$ cat config.mk
export PLATFORM = sky130hd
export DESIGN_NAME = csr_issue
export DESIGN_NICKNAME = d
export VERILOG_FILES = /design/src/rtl/csr_pkg.sv /design/src/rtl/csr_alu.sv /design/src/rtl/csr_issue.sv
export SDC_FILE = /design/constraint.sdc
export NUM_CORES = 1
export LEC_CHECK = 0
export CORE_AREA = 3 3 223 225
export CTS_BUF_LIST = sky130_fd_sc_hd__clkbuf_4
export DETAILED_ROUTE_END_ITERATION = 6
export DIE_AREA = 0 0 226 228
export PLACE_DENSITY_LB_ADDON = 0.05
export RECOVER_POWER = 100
export SLEW_MARGIN = 40
export SYNTH_ARGS = -nofsm -noshare
export SYNTH_HDL_FRONTEND = slang
export SYNTH_SLANG_ARGS = --single-unit
$ cat constraint.sdc
create_clock -name clk -period 4.6 [get_ports clk]
set_input_delay 1.15 -clock clk [delete_from_list [all_inputs] [get_ports clk]]
set_output_delay 1.15 -clock clk [all_outputs]
set_load 0.005 [all_outputs]
$ cat src/rtl/csr_pkg.sv
// Shared constants and types for the CSR issue unit.
// Optional feature macro: CSR_ILLEGAL_CHECK_EN (address legality check).
package csr_pkg;

    localparam logic [1:0] CS_IDLE  = 2'b00;
    localparam logic [1:0] CS_RW    = 2'b01;
    localparam logic [1:0] CS_ECALL = 2'b10;
    localparam logic [1:0] CS_MRET  = 2'b11;

    localparam logic [11:0] CSR_MSTATUS = 12'h300;
    localparam logic [11:0] CSR_MTVEC   = 12'h305;
    localparam logic [11:0] CSR_MEPC    = 12'h341;
    localparam logic [11:0] CSR_MCAUSE  = 12'h342;

    localparam logic [2:0] F3_RW  = 3'b001;
    localparam logic [2:0] F3_RS  = 3'b010;
    localparam logic [2:0] F3_RC  = 3'b011;
    localparam logic [2:0] F3_RWI = 3'b101;
    localparam logic [2:0] F3_RSI = 3'b110;
    localparam logic [2:0] F3_RCI = 3'b111;

    typedef enum logic [2:0] {
        S_IDLE,
        S_READ,
        S_WRITE,
        S_TRAP,
        S_RESP
    } fsm_t;

    function automatic logic is_csr_op(logic [2:0] f3);
        return (f3 == F3_RW)  || (f3 == F3_RS)  || (f3 == F3_RC) ||
               (f3 == F3_RWI) || (f3 == F3_RSI) || (f3 == F3_RCI);
    endfunction

    function automatic logic csr_implemented(logic [11:0] a);
        return (a == CSR_MSTATUS) || (a == CSR_MTVEC) ||
               (a == CSR_MEPC)    || (a == CSR_MCAUSE);
    endfunction

endpackage

$ cat src/rtl/csr_alu.sv
// Read-modify-write value for CSR ops; set/clear with rs1=x0 never write.
// Purely combinational.
module csr_alu
    import csr_pkg::*;
#(
    parameter int XLEN = 64
) (
    input  logic [2:0]      funct3,
    input  logic [XLEN-1:0] old,
    input  logic [XLEN-1:0] rs1_data,
    input  logic [4:0]      rs1_idx,
    output logic [XLEN-1:0] new_val,
    output logic            wen
);

    logic [XLEN-1:0] src;

    always_comb begin
        src     = funct3[2] ? {{(XLEN-5){1'b0}}, rs1_idx} : rs1_data;
        new_val = old;
        wen     = 1'b0;
        unique case (funct3[1:0])
            2'b01: begin
                new_val = src;
                wen     = 1'b1;
            end
            2'b10: begin
                new_val = old | src;
                wen     = (rs1_idx != 5'd0);
            end
            2'b11: begin
                new_val = old & ~src;
                wen     = (rs1_idx != 5'd0);
            end
            default: begin
                new_val = old;
                wen     = 1'b0;
            end
        endcase
    end

endmodule

$ cat src/rtl/csr_issue.sv
// ID-side CSR requester: sequences read/write CSR accesses and trap states.
// Optional feature macro: CSR_ILLEGAL_CHECK_EN.
module csr_issue
    import csr_pkg::*;
#(
    parameter int XLEN       = 64,
    parameter int CSR_ADDR_W = 12
) (
    input  logic                  clk,
    input  logic                  rst_n,
    input  logic                  inst_valid_i,
    output logic                  inst_ready_o,
    input  logic [2:0]            inst_funct3_i,
    input  logic                  inst_is_ecall_i,
    input  logic                  inst_is_mret_i,
    input  logic [CSR_ADDR_W-1:0] inst_csr_addr_i,
    input  logic [4:0]            inst_rs1_idx_i,
    input  logic [XLEN-1:0]       inst_rs1_data_i,
    input  logic [4:0]            inst_rd_idx_i,
    input  logic [XLEN-1:0]       inst_pc_i,
    output logic [1:0]            csr_state_o,
    output logic [CSR_ADDR_W-1:0] csr_r_addr_o,
    output logic                  csr_ren_o,
    input  logic [XLEN-1:0]       csr_r_data_i,
    output logic [CSR_ADDR_W-1:0] csr_w_addr_o,
    output logic                  csr_wen_o,
    output logic [XLEN-1:0]       csr_w_data_o,
    output logic [XLEN-1:0]       csr_pc_o,
    input  logic [XLEN-1:0]       csr_dnpc_i,
    output logic                  done_o,
    output logic                  rd_wen_o,
    output logic [4:0]            rd_idx_o,
    output logic [XLEN-1:0]       rd_data_o,
    output logic                  redirect_valid_o,
    output logic [XLEN-1:0]       redirect_pc_o,
    output logic                  illegal_o
);

    fsm_t                  state_q, state_d;
    logic [2:0]            f3_q;
    logic                  ecall_q, trap_q, csr_q, ill_q;
    logic [CSR_ADDR_W-1:0] addr_q;
    logic [4:0]            rs1_idx_q, rd_idx_q;
    logic [XLEN-1:0]       rs1_data_q, pc_q;
    logic [XLEN-1:0]       old_q, new_q, redir_q;
    logic                  wen_q;
    logic [XLEN-1:0]       alu_new;
    logic                  alu_wen;
    logic                  accept, trap_d, op_d, ill_d;

    csr_alu #(.XLEN(XLEN)) u_alu (
        .funct3   (f3_q),
        .old      (csr_r_data_i),
        .rs1_data (rs1_data_q),
        .rs1_idx  (rs1_idx_q),
        .new_val  (alu_new),
        .wen      (alu_wen)
    );

    assign accept = (state_q == S_IDLE) && inst_valid_i;
    assign trap_d = inst_is_ecall_i || inst_is_mret_i;
    assign op_d   = is_csr_op(inst_funct3_i) && !trap_d;
`ifdef CSR_ILLEGAL_CHECK_EN
    assign ill_d  = op_d && !csr_implemented(12'(inst_csr_addr_i));
`else
    assign ill_d  = 1'b0;
`endif

    always_ff @(posedge clk or negedge rst_n) begin
        if (!rst_n) begin
            state_q    <= S_IDLE;
            f3_q       <= '0;
            ecall_q    <= 1'b0;
            trap_q     <= 1'b0;
            csr_q      <= 1'b0;
            ill_q      <= 1'b0;
            addr_q     <= '0;
            rs1_idx_q  <= '0;
            rs1_data_q <= '0;
            rd_idx_q   <= '0;
            pc_q       <= '0;
            old_q      <= '0;
            new_q      <= '0;
            wen_q      <= 1'b0;
            redir_q    <= '0;
        end else begin
            state_q <= state_d;
            if (accept) begin
                f3_q       <= inst_funct3_i;
                ecall_q    <= inst_is_ecall_i;
                trap_q     <= trap_d;
                csr_q      <= op_d && !ill_d;
                ill_q      <= ill_d;
                addr_q     <= inst_csr_addr_i;
                rs1_idx_q  <= inst_rs1_idx_i;
                rs1_data_q <= inst_rs1_data_i;
                rd_idx_q   <= inst_rd_idx_i;
                pc_q       <= inst_pc_i;
            end
            if (state_q == S_READ) begin
                old_q <= csr_r_data_i;
                new_q <= alu_new;
                wen_q <= alu_wen;
            end
            if (state_q == S_TRAP) begin
                redir_q <= csr_dnpc_i;
            end
        end
    end

    always_comb begin
        state_d          = state_q;
        inst_ready_o     = 1'b0;
        csr_state_o      = CS_IDLE;
        csr_r_addr_o     = '0;
        csr_ren_o        = 1'b0;
        csr_w_addr_o     = '0;
        csr_wen_o        = 1'b0;
        csr_w_data_o     = '0;
        csr_pc_o         = '0;
        done_o           = 1'b0;
        rd_wen_o         = 1'b0;
        rd_idx_o         = '0;
        rd_data_o        = '0;
        redirect_valid_o = 1'b0;
        redirect_pc_o    = '0;
        illegal_o        = 1'b0;
        unique case (state_q)
            S_IDLE: begin
                inst_ready_o = 1'b1;
                if (inst_valid_i) begin
                    if (trap_d)              state_d = S_TRAP;
                    else if (op_d && !ill_d) state_d = S_READ;
                    else                     state_d = S_RESP;
                end
            end
            S_READ: begin
                csr_ren_o    = 1'b1;
                csr_r_addr_o = addr_q;
                state_d      = S_WRITE;
            end
            S_WRITE: begin
                csr_state_o  = CS_RW;
                csr_w_addr_o = addr_q;
                csr_w_data_o = new_q;
                csr_wen_o    = wen_q;
                state_d      = S_RESP;
            end
            S_TRAP: begin
                csr_state_o = ecall_q ? CS_ECALL : CS_MRET;
                csr_pc_o    = pc_q;
                state_d     = S_RESP;
            end
            S_RESP: begin
                done_o    = 1'b1;
                illegal_o = ill_q;
                if (trap_q) begin
                    redirect_valid_o = 1'b1;
                    redirect_pc_o    = redir_q;
                end else if (csr_q) begin
                    rd_wen_o  = (rd_idx_q != 5'd0);
                    rd_idx_o  = rd_idx_q;
                    rd_data_o = old_q;
                end
                state_d = S_IDLE;
            end
            default: state_d = S_IDLE;
        endcase
    end

endmodule

==> results_dict.tcl, run 1 <==
set metrics [dict create \
    status "complete, but fails checks" \
    violations "capacitance limit, slew limit" \
    muxShareOfSynthArea_pct 9.40 \
    synth_top_family_by_area "simple AND/OR/NAND/NOR gates" \
    tritoncts "done" \
    portBuffers 578 \
    fin_ws_ns 0.277 \
    start_util_pct 35.8 \
    slowest_delay_ns 0.60 \
    synthCells 1788 \
    hp-start "pc_q[40]" \
    clock_sinks 352 \
    total_power_mw 14.4 \
    cts_hold_buf 0 \
    skew_ns 0.0439 \
    avgRoutedWirePerCell_um 20.0 \
    critical-path-slowest-cell "and3b_2" \
    htree_num_levels 3 \
    syn_area_um2 17100 \
    slew_headroom_pct -88.5 \
    fin_nets 2651 \
    die_h_um 228 \
    cts-resized-gates 0 \
    ff2ff_path_depth 5 \
    crit_type "reg -> out" \
    worstReg2RegStart "state_q[1]" \
    synth_edf_count 0 \
    fin_crit_ns 4.32 \
    cts_root_buffer "clkbuf_4" \
    clock_latency_ns 0.80 \
    end_kind "output port" \
    setup_violations 0 \
    synth_fa_ha_area_share_pct 0 \
    dpl.hpwl_mm 42.2 \
    synthSimpleGateAreaFrac_pct 30.1 \
    grt_usage_pct 23.7 \
    start_kind "flop" \
    syn2layout_area_growth_pct 43.7 \
    tightest_slew_ns 2.83 \
    maxCapViolCount 6 \
    ir_worst_vdd_mv 0.370 \
    cts-buffers-inserted 101 \
    fin_area_um2 24600 \
    avgSynthCellArea_um2 9.57 \
    core_um2 47700 \
    synth_xor_area_share_pct 0.0512 \
    dpl_cell_area_um2 23400 \
    whs_ns 0.465 \
    via_count 14800 \
    fp.dieArea_um2 51500 \
    ios 580 \
    antenna_found_initial 20 \
    synth_fp_nets 2074 \
    first_pass_iters 5 \
    finalSetupTns_ns 0 \
    slew_violations 309 \
    power.leakage_nw 11.2 \
    async_reset_ff_share_pct 100 \
    place_inst 2877 \
    hold_violations 0 \
    ys_ff_latch 352 \
    path_cells "nor3b_4, and3b_2, buf_12, and2_1, clkdlybuf4s50_1" \
    row_count 80 \
    ys.flop_type "dfrtp_1" \
    grt.overflow.total 0 \
    timing.fmax_mhz 231 \
    die-width_um 226 \
    vias_per_cell 4.83 \
    hold_path_end "pc_q[40]" \
    yosysSeqAreaShare_pct 51.5 \
    r2r_setup_slack_ns 0.77 \
    pwr_density_cell_nw_per_um2 584 \
    crit_fanout 40 \
    post_cts_buffers 0 \
    r2r_end "rs1_data_q[59]" \
    clkSlewWorstSetupHoldPaths_ns 0.07 \
    layout-drive-gt1-share_pct 13.3 \
    drtIter0Drc 632 \
    hp-class "reg -> reg" \
    grt_pass1_wl_mm 93.4 \
    place_congestion 0.804 \
    wl_mm 61.4 \
    drc 0 \
    nFillCells 4572 \
    final_util_pct 51.5 \
    yosysWarnings 0 \
    synth_compound_area_share_pct 4.86 \
    grt_max_degree 92 \
    arrival_ns 3.17 \
    fin_cells 3066 \
    grt_setup_unrepaired "false" \
    grt_pass1_vias 15100 \
    ant_nets 0 \
    cts_buffer_depth 3 \
    whs_path_depth 2 \
    finalCritPeriodShare_pct 94.0 \
    crit_required_ns 3.45 \
    dp_slack_ns 1.12 \
    ys_types 36 \
]
## cell families after synthesis
group	Yosys count
simple gates	1019
flops	352
mux	144
buf+inv	139
compound gates	132
xor+xnor	1
other cells	1
## critical path: cells and delay by family, from the launching register on
kind	cells	cell delay (ns)
buf+inv	2	0.77
simple gates	3	1.02
flops	1	0.53
## final cells by class
cell class / instances / area [um2] / area share [%]
Clock inverter: 19 / 101 / 0.412
Tap cell: 615 / 769 / 3.13
Sequential cell: 352 / 8810 / 35.8
Clock buffer: 158 / 1190 / 4.82
Inverter: 1 / 3.75 / 0.0153
Timing Repair Buffer: 612 / 6040 / 24.6
Antenna cell: 12 / 30.0 / 0.122
Multi-Input combinational cell: 1297 / 7650 / 31.1
## layout by cell type, fill, tap and decap left out, drive strengths merged, types with 14 or more instances in the layout
cell / instances
and3: 64
buf: 14
dlygate4sd3: 147
nor2b: 65
nor2: 64
clkbuf: 179
nand2b: 60
nand3b: 59
and2: 223
clkdlybuf4s50: 430
dfrtp: 352
nand2: 464
clkinv: 16
a31oi: 119
mux2: 134
## per-layer routing
metal / global-route usage [%] / part of all wire [%] / up-vias
met2: 39.1 / 50 / 413
met3: 8.96 / 8.1 / 94
li1: - / - / 7096
met1: 27.9 / 40 / 7205
met5: 0 / 0.14 / -
met4: 9.08 / 2.4 / 14
## worst max-delay path by stage
stage	end	slack, ns	from
6_report	rd_idx_o[3]	0.28	state_q[2]
5_1_grt	rd_data_o[4]	0.02	state_q[2]
4_1_cts	rd_idx_o[3]	0.15	state_q[2]
3_5_place_dp	rd_idx_o[3]	1.12	state_q[2]
3_3_place_gp	old_q[31]	1.20	state_q[0]
2_1_floorplan	csr_w_addr_o[0]	2.10	state_q[2]
## where the power goes
part	internal, mW	switching (mW)	leakage, nW
Combinational	2.80	2.99	6.24
Sequential	4.63	0.953	4.20
Clock	1.60	1.38	0.771
Total	9.03	5.32	11.2
## sequential cells by signal (all words and copies together) (netlist names)
name        flops
ecall_q         1
new_q          64
redir_q        64
state_q         3
addr_q         12
f3_q            3
trap_q          1
pc_q           64
old_q          64
csr_q           1
rs1_idx_q       5
rs1_data_q     64
rd_idx_q        5
wen_q           1
## Yosys cell counts, types with 10 or more instances
cell type  number  area (um2)
clkbuf_1       77         289
buf_6          13         146
nand2b_1       60         375
mux2_2        134        1510
and2_1        223        1400
nor2_1         64         240
nor2b_1        65         407
buf_2          32         160
nand2_1       464        1740
and3_1         64         400
mux2i_1        10         100
nand3b_1       59         443
a31oi_1       119         744
dfrtp_1       352        8810
buf_4          12        90.1
Note: power is estimated with default switching activity, not from simulation.
==> inputs of run 2 (changes only) <==
CORE_AREA = 3 3 225 227   (was 3 3 223 225)
CTS_BUF_LIST = unset   (was sky130_fd_sc_hd__clkbuf_4)
DIE_AREA = 0 0 228 230   (was 0 0 226 228)
==> run 2 against run 1 <==
The run still ends with capacitance limit, slew limit left; setup slack improved by 0.035 ns; largest cell class unchanged; critical path depth did not move; total power increased by 4.0%; sequential power is 0.9% higher.
==> results_dict.tcl, run 2 (synthesis gave the netlist of run 1 again) <==
set metrics [dict create \
    row_count 81 \
    power_frac_seq_pct 37.8 \
    grt_usage_pct 23.1 \
    finalCritPeriodShare_pct 93.2 \
    power.leakage_nw 11.3 \
    finalSetupTns_ns 0 \
    fp.dieArea_um2 52400 \
    cts-resized-gates 0 \
    tightest_slew_ns 3.24 \
    ir_worst_vdd_mv 0.328 \
    grt_pass1_wl_mm 93.8 \
    cts_hold_buf 0 \
    dp_slack_ns 1.03 \
    crit_type "reg -> out" \
    die-width_um 228 \
    drtIter0Drc 805 \
    cts_buffer_depth 3 \
    worstReg2RegStart "state_q[0]" \
    pwr_density_cell_nw_per_um2 601 \
    total_power_mw 14.9 \
    final_cell_mix "464 x nand2_1, 402 x clkdlybuf4s50_1, 349 x dfrtp_1" \
    critical-path-slowest-cell "clkbuf_2" \
    crit_required_ns 3.45 \
    fin_crit_ns 4.29 \
    wl_mm 61.8 \
    drc 0 \
    maxCapViolCount 2 \
    p_clk_share_pct 23.1 \
    p_comb_share_pct 39.1 \
    r2r_setup_slack_ns 0.92 \
    vias_per_cell 4.82 \
    status "complete, but fails checks" \
    timing.fmax_mhz 233 \
    violations "capacitance limit, slew limit" \
    crit_family "buffers and inverters" \
    switchingPower_mw 5.35 \
    tritoncts "done" \
    post_cts_buffers 0 \
    fin_ws_ns 0.312 \
    grt_setup_unrepaired "false" \
    clkSlewWorstSetupHoldPaths_ns 0.06 \
    clock_sinks 352 \
    fin_nets 2590 \
    internal-power_mw 9.57 \
    cts-buffers-inserted 42 \
    power.share.switching_pct 35.9 \
    core_um2 48800 \
    die_h_um 230 \
    final_util_pct 50.8 \
    via_count 14500 \
    slowest_delay_ns 0.77 \
    start_util_pct 35.0 \
    grt_max_degree 99 \
    arrival_ns 3.14 \
    crit_fanout 46 \
    grt_pass1_vias 14600 \
    dpl.hpwl_mm 42.6 \
    critical_path_buf_inv_count 2 \
    avgRoutedWirePerCell_um 20.5 \
    portBuffers 578 \
    clock_latency_ns 0.56 \
    htree_num_levels 2 \
    hp-start "pc_q[1]" \
    antenna_found_initial 21 \
    start_kind "flop" \
    final_common_cell "nand2_1" \
    ant_nets 0 \
    place_congestion 0.821 \
    layout-drive-gt1-share_pct 10.0 \
    cts_root_buffer "clkbuf_16" \
    hp-class "reg -> reg" \
    path_cells "nand2b_1, nor2_4, clkbuf_2, and2_0, clkdlybuf4s50_1" \
    grt.overflow.total 0 \
    slew_violations 112 \
    hold_violations 0 \
    syn2layout_area_growth_pct 45.1 \
    slew_headroom_pct -116 \
    setup_violations 0 \
    ios 580 \
    skew_ns 0.0132 \
    crit_start "state_q[1]" \
    first_pass_iters 5 \
    end_kind "output port" \
]
-- run 2: layer usage --
metal / share of wire, % / wire [um] / global-route usage, %
met3: 7.1 / 4410 / 6.93
met5: 0.18 / 114 / 0
met4: 2.2 / 1350 / 7.32
met2: 49 / 30500 / 38.7
met1: 41 / 25400 / 28.5
-- run 2: tightest hold or removal path, cell delays in order, from the launching register on --
cell and delay, ns:
dfrtp_1 0.33, nand2_1 0.05, nand2_1 0.06
-- run 2: final cells by class --
class	count	area, um2
antenna	12	30.0
clock buffer	62	1260
clock inverter	9	145
fill	4644	24000
inverter	1	3.75
multi-input combinational	1297	7640
sequential	352	8810
tap	664	831
timing repair buffer	610	6100
-- run 2: final timing paths --
path,endpoint,cells after the start
max,csr_w_data_o[8],5
min,pc_q[1],2
max reg2reg,old_q[36],4
min reg2reg,pc_q[1],2
max in group asynchronous,f3_q[1],2
min in group asynchronous,redir_q[10],1
-- run 2: per-stage QoR --
stage	area, um2	hold slack (ns)	instances
after floorplan	17100	0.437	1788
after global placement	23400	0.449	2919
after detailed placement	23500	0.455	2923
after CTS	24900	0.471	2994
after global routing	24800	0.490	3006
final	24800	0.470	3007
-- run 2: power by group through the flow --
stage	Sequential [mW]	Combinational, mW	Clock [mW]
after floorplan	5.23	3.88	0
after global placement	5.61	5.90	0
after detailed placement	5.67	6.08	0
after CTS	5.64	6.09	3.54
after global routing	5.86	6.51	3.66
final	5.63	5.84	3.45
==> inputs of run 3 (changes only) <==
CTS_CLUSTER_SIZE = 12   (was unset)
==> run 3 against run 2 <==
The run still ends with capacitance limit, slew limit left; cell count stayed put; total power hardly changed; sequential power hardly changed; clock skew is 0.00055 ns lower; non-clock buffer count stayed put; hold slack worse by 0.00075 ns; register-to-register slack hardly changed; via count hardly changed; routed wire length is 0.16% higher; critical path depth is 1 lower; critical path type unchanged; critical endpoint is now redirect_pc_o[47]; largest power group unchanged; highest routed layer unchanged.
==> results_dict.tcl, run 3 (synthesis gave the netlist of run 1 again) <==
set metrics [dict create \
    fin_nets 2590 \
    row_count 81 \
    cts_buffer_depth 3 \
    fin_crit_ns 4.29 \
    hold_violations 0 \
    tightest_slew_ns 3.23 \
    dpl.hpwl_mm 42.6 \
    path_cells "nor3b_4, clkbuf_2, and3_1, dlygate4sd3_1" \
    clock_latency_ns 0.56 \
    status "complete, but fails checks" \
    grt_setup_unrepaired "false" \
    cts_root_buffer "clkbuf_16" \
    critical-path-slowest-cell "clkbuf_2" \
    via_count 14500 \
    critical_path_buf_inv_count 2 \
    end_kind "output port" \
    crit_required_ns 3.45 \
    grt_pass1_vias 14600 \
    avgRoutedWirePerCell_um 20.6 \
    regArea_um2 8810 \
    die-width_um 228 \
    layout-drive-gt1-share_pct 10.0 \
    grt.overflow.total 0 \
    drtIter0Drc 813 \
    fp.dieArea_um2 52400 \
    ir_worst_vdd_mv 0.329 \
    slowest_delay_ns 0.90 \
    antenna_found_initial 21 \
    grt_usage_pct 23.1 \
    grt_pass1_wl_mm 93.8 \
    hp-class "reg -> reg" \
    first_pass_iters 5 \
    ios 580 \
    finalSetupTns_ns 0 \
    core_um2 48800 \
    drc 0 \
    die_h_um 230 \
    timing.fmax_mhz 233 \
    final_common_cell "nand2_1" \
    start_kind "flop" \
    cts-buffers-inserted 42 \
    htree_num_levels 2 \
    ant_nets 0 \
    finalCritPeriodShare_pct 93.3 \
    post_cts_buffers 0 \
    grt_max_degree 99 \
    clkSlewWorstSetupHoldPaths_ns 0.06 \
    dp_slack_ns 1.03 \
    fin_ws_ns 0.306 \
    crit_family "buffers and inverters" \
    arrival_ns 3.14 \
    final_cell_mix "464 x nand2_1, 402 x clkdlybuf4s50_1, 349 x dfrtp_1" \
    clock_sinks 352 \
    slew_headroom_pct -116 \
    power.leakage_nw 11.3 \
    cts_hold_buf 0 \
    wl_mm 61.9 \
    maxCapViolCount 2 \
    slew_violations 112 \
    setup_violations 0 \
    violations "capacitance limit, slew limit" \
    place_congestion 0.821 \
    multiInputGateArea_um2 7640 \
    nFillCells 4644 \
    start_util_pct 35.0 \
    vias_per_cell 4.82 \
    pwr_density_cell_nw_per_um2 601 \
    cts-resized-gates 0 \
    crit_type "reg -> out" \
    skew_ns 0.0127 \
    syn2layout_area_growth_pct 45.1 \
    crit_fanout 66 \
    portBuffers 578 \
    tritoncts "done" \
]
-- run 3: path summary, 6_finish.rpt --
path                            startpoint           endpoint  slack, ns  depth (start not counted)
worst max-delay path            state_q[0]  redirect_pc_o[47]       0.31                          4
worst min-delay path              pc_q[58]           pc_q[58]       0.47                          2
worst max register to register  state_q[0]          old_q[30]       0.93                          4
worst min register to register    pc_q[58]           pc_q[58]       0.47                          2
max in group asynchronous            rst_n            f3_q[1]       0.89                          2
min in group asynchronous            rst_n        redir_q[10]       1.66                          1
-- run 3: area by class of cell --
cell class | instances | area share, %
diodes | 12 | 0.121
clock buffers | 62 | 5.07
clock inverters | 9 | 0.585
inverters | 1 | 0.0151
multi-input cells | 1297 | 30.8
flip-flops and latches | 352 | 35.5
well taps | 664 | 3.35
repair buffers | 610 | 24.6
-- run 3: worst reg2reg max path, delay by kind of cell, from the launching register on --
family	cells	cell delay, ns
buffers and inverters	2	1.87
flip-flops	1	0.57
multiplexers	1	0.47
AND/OR/NAND/NOR	1	0.65
-- run 3: power breakdown --
group	switching (mW)	internal, mW	leakage (nW)
Sequential	0.998	4.64	4.20
Combinational	3.01	2.83	6.38
Clock	1.35	2.11	0.693
-- run 3: per-layer routing --
metal	part of all wire (%)	track usage [%]	vias to the layer above	routed length [um]
met5	0.18	0	-	114
met4	2.2	7.32	18	1360
met3	7.0	6.93	81	4300
met2	49	38.7	378	30500
met1	41	28.5	7099	25600
li1	-	-	6905	-
-- run 3: per-stage QoR --
step           cells  total power [mW]  util (%)  hold slack [ns]  cell area [um2]
2_1_floorplan   1788              9.10         -            0.437            17100
3_3_place_gp    2919              11.5      47.8            0.449            23400
3_5_place_dp    2923              11.7      48.0            0.455            23500
4_1_cts         2994              15.3      50.9            0.471            24900
5_1_grt         3006              16.0      50.8            0.490            24800
6_report        3007              14.9      50.8            0.469            24800
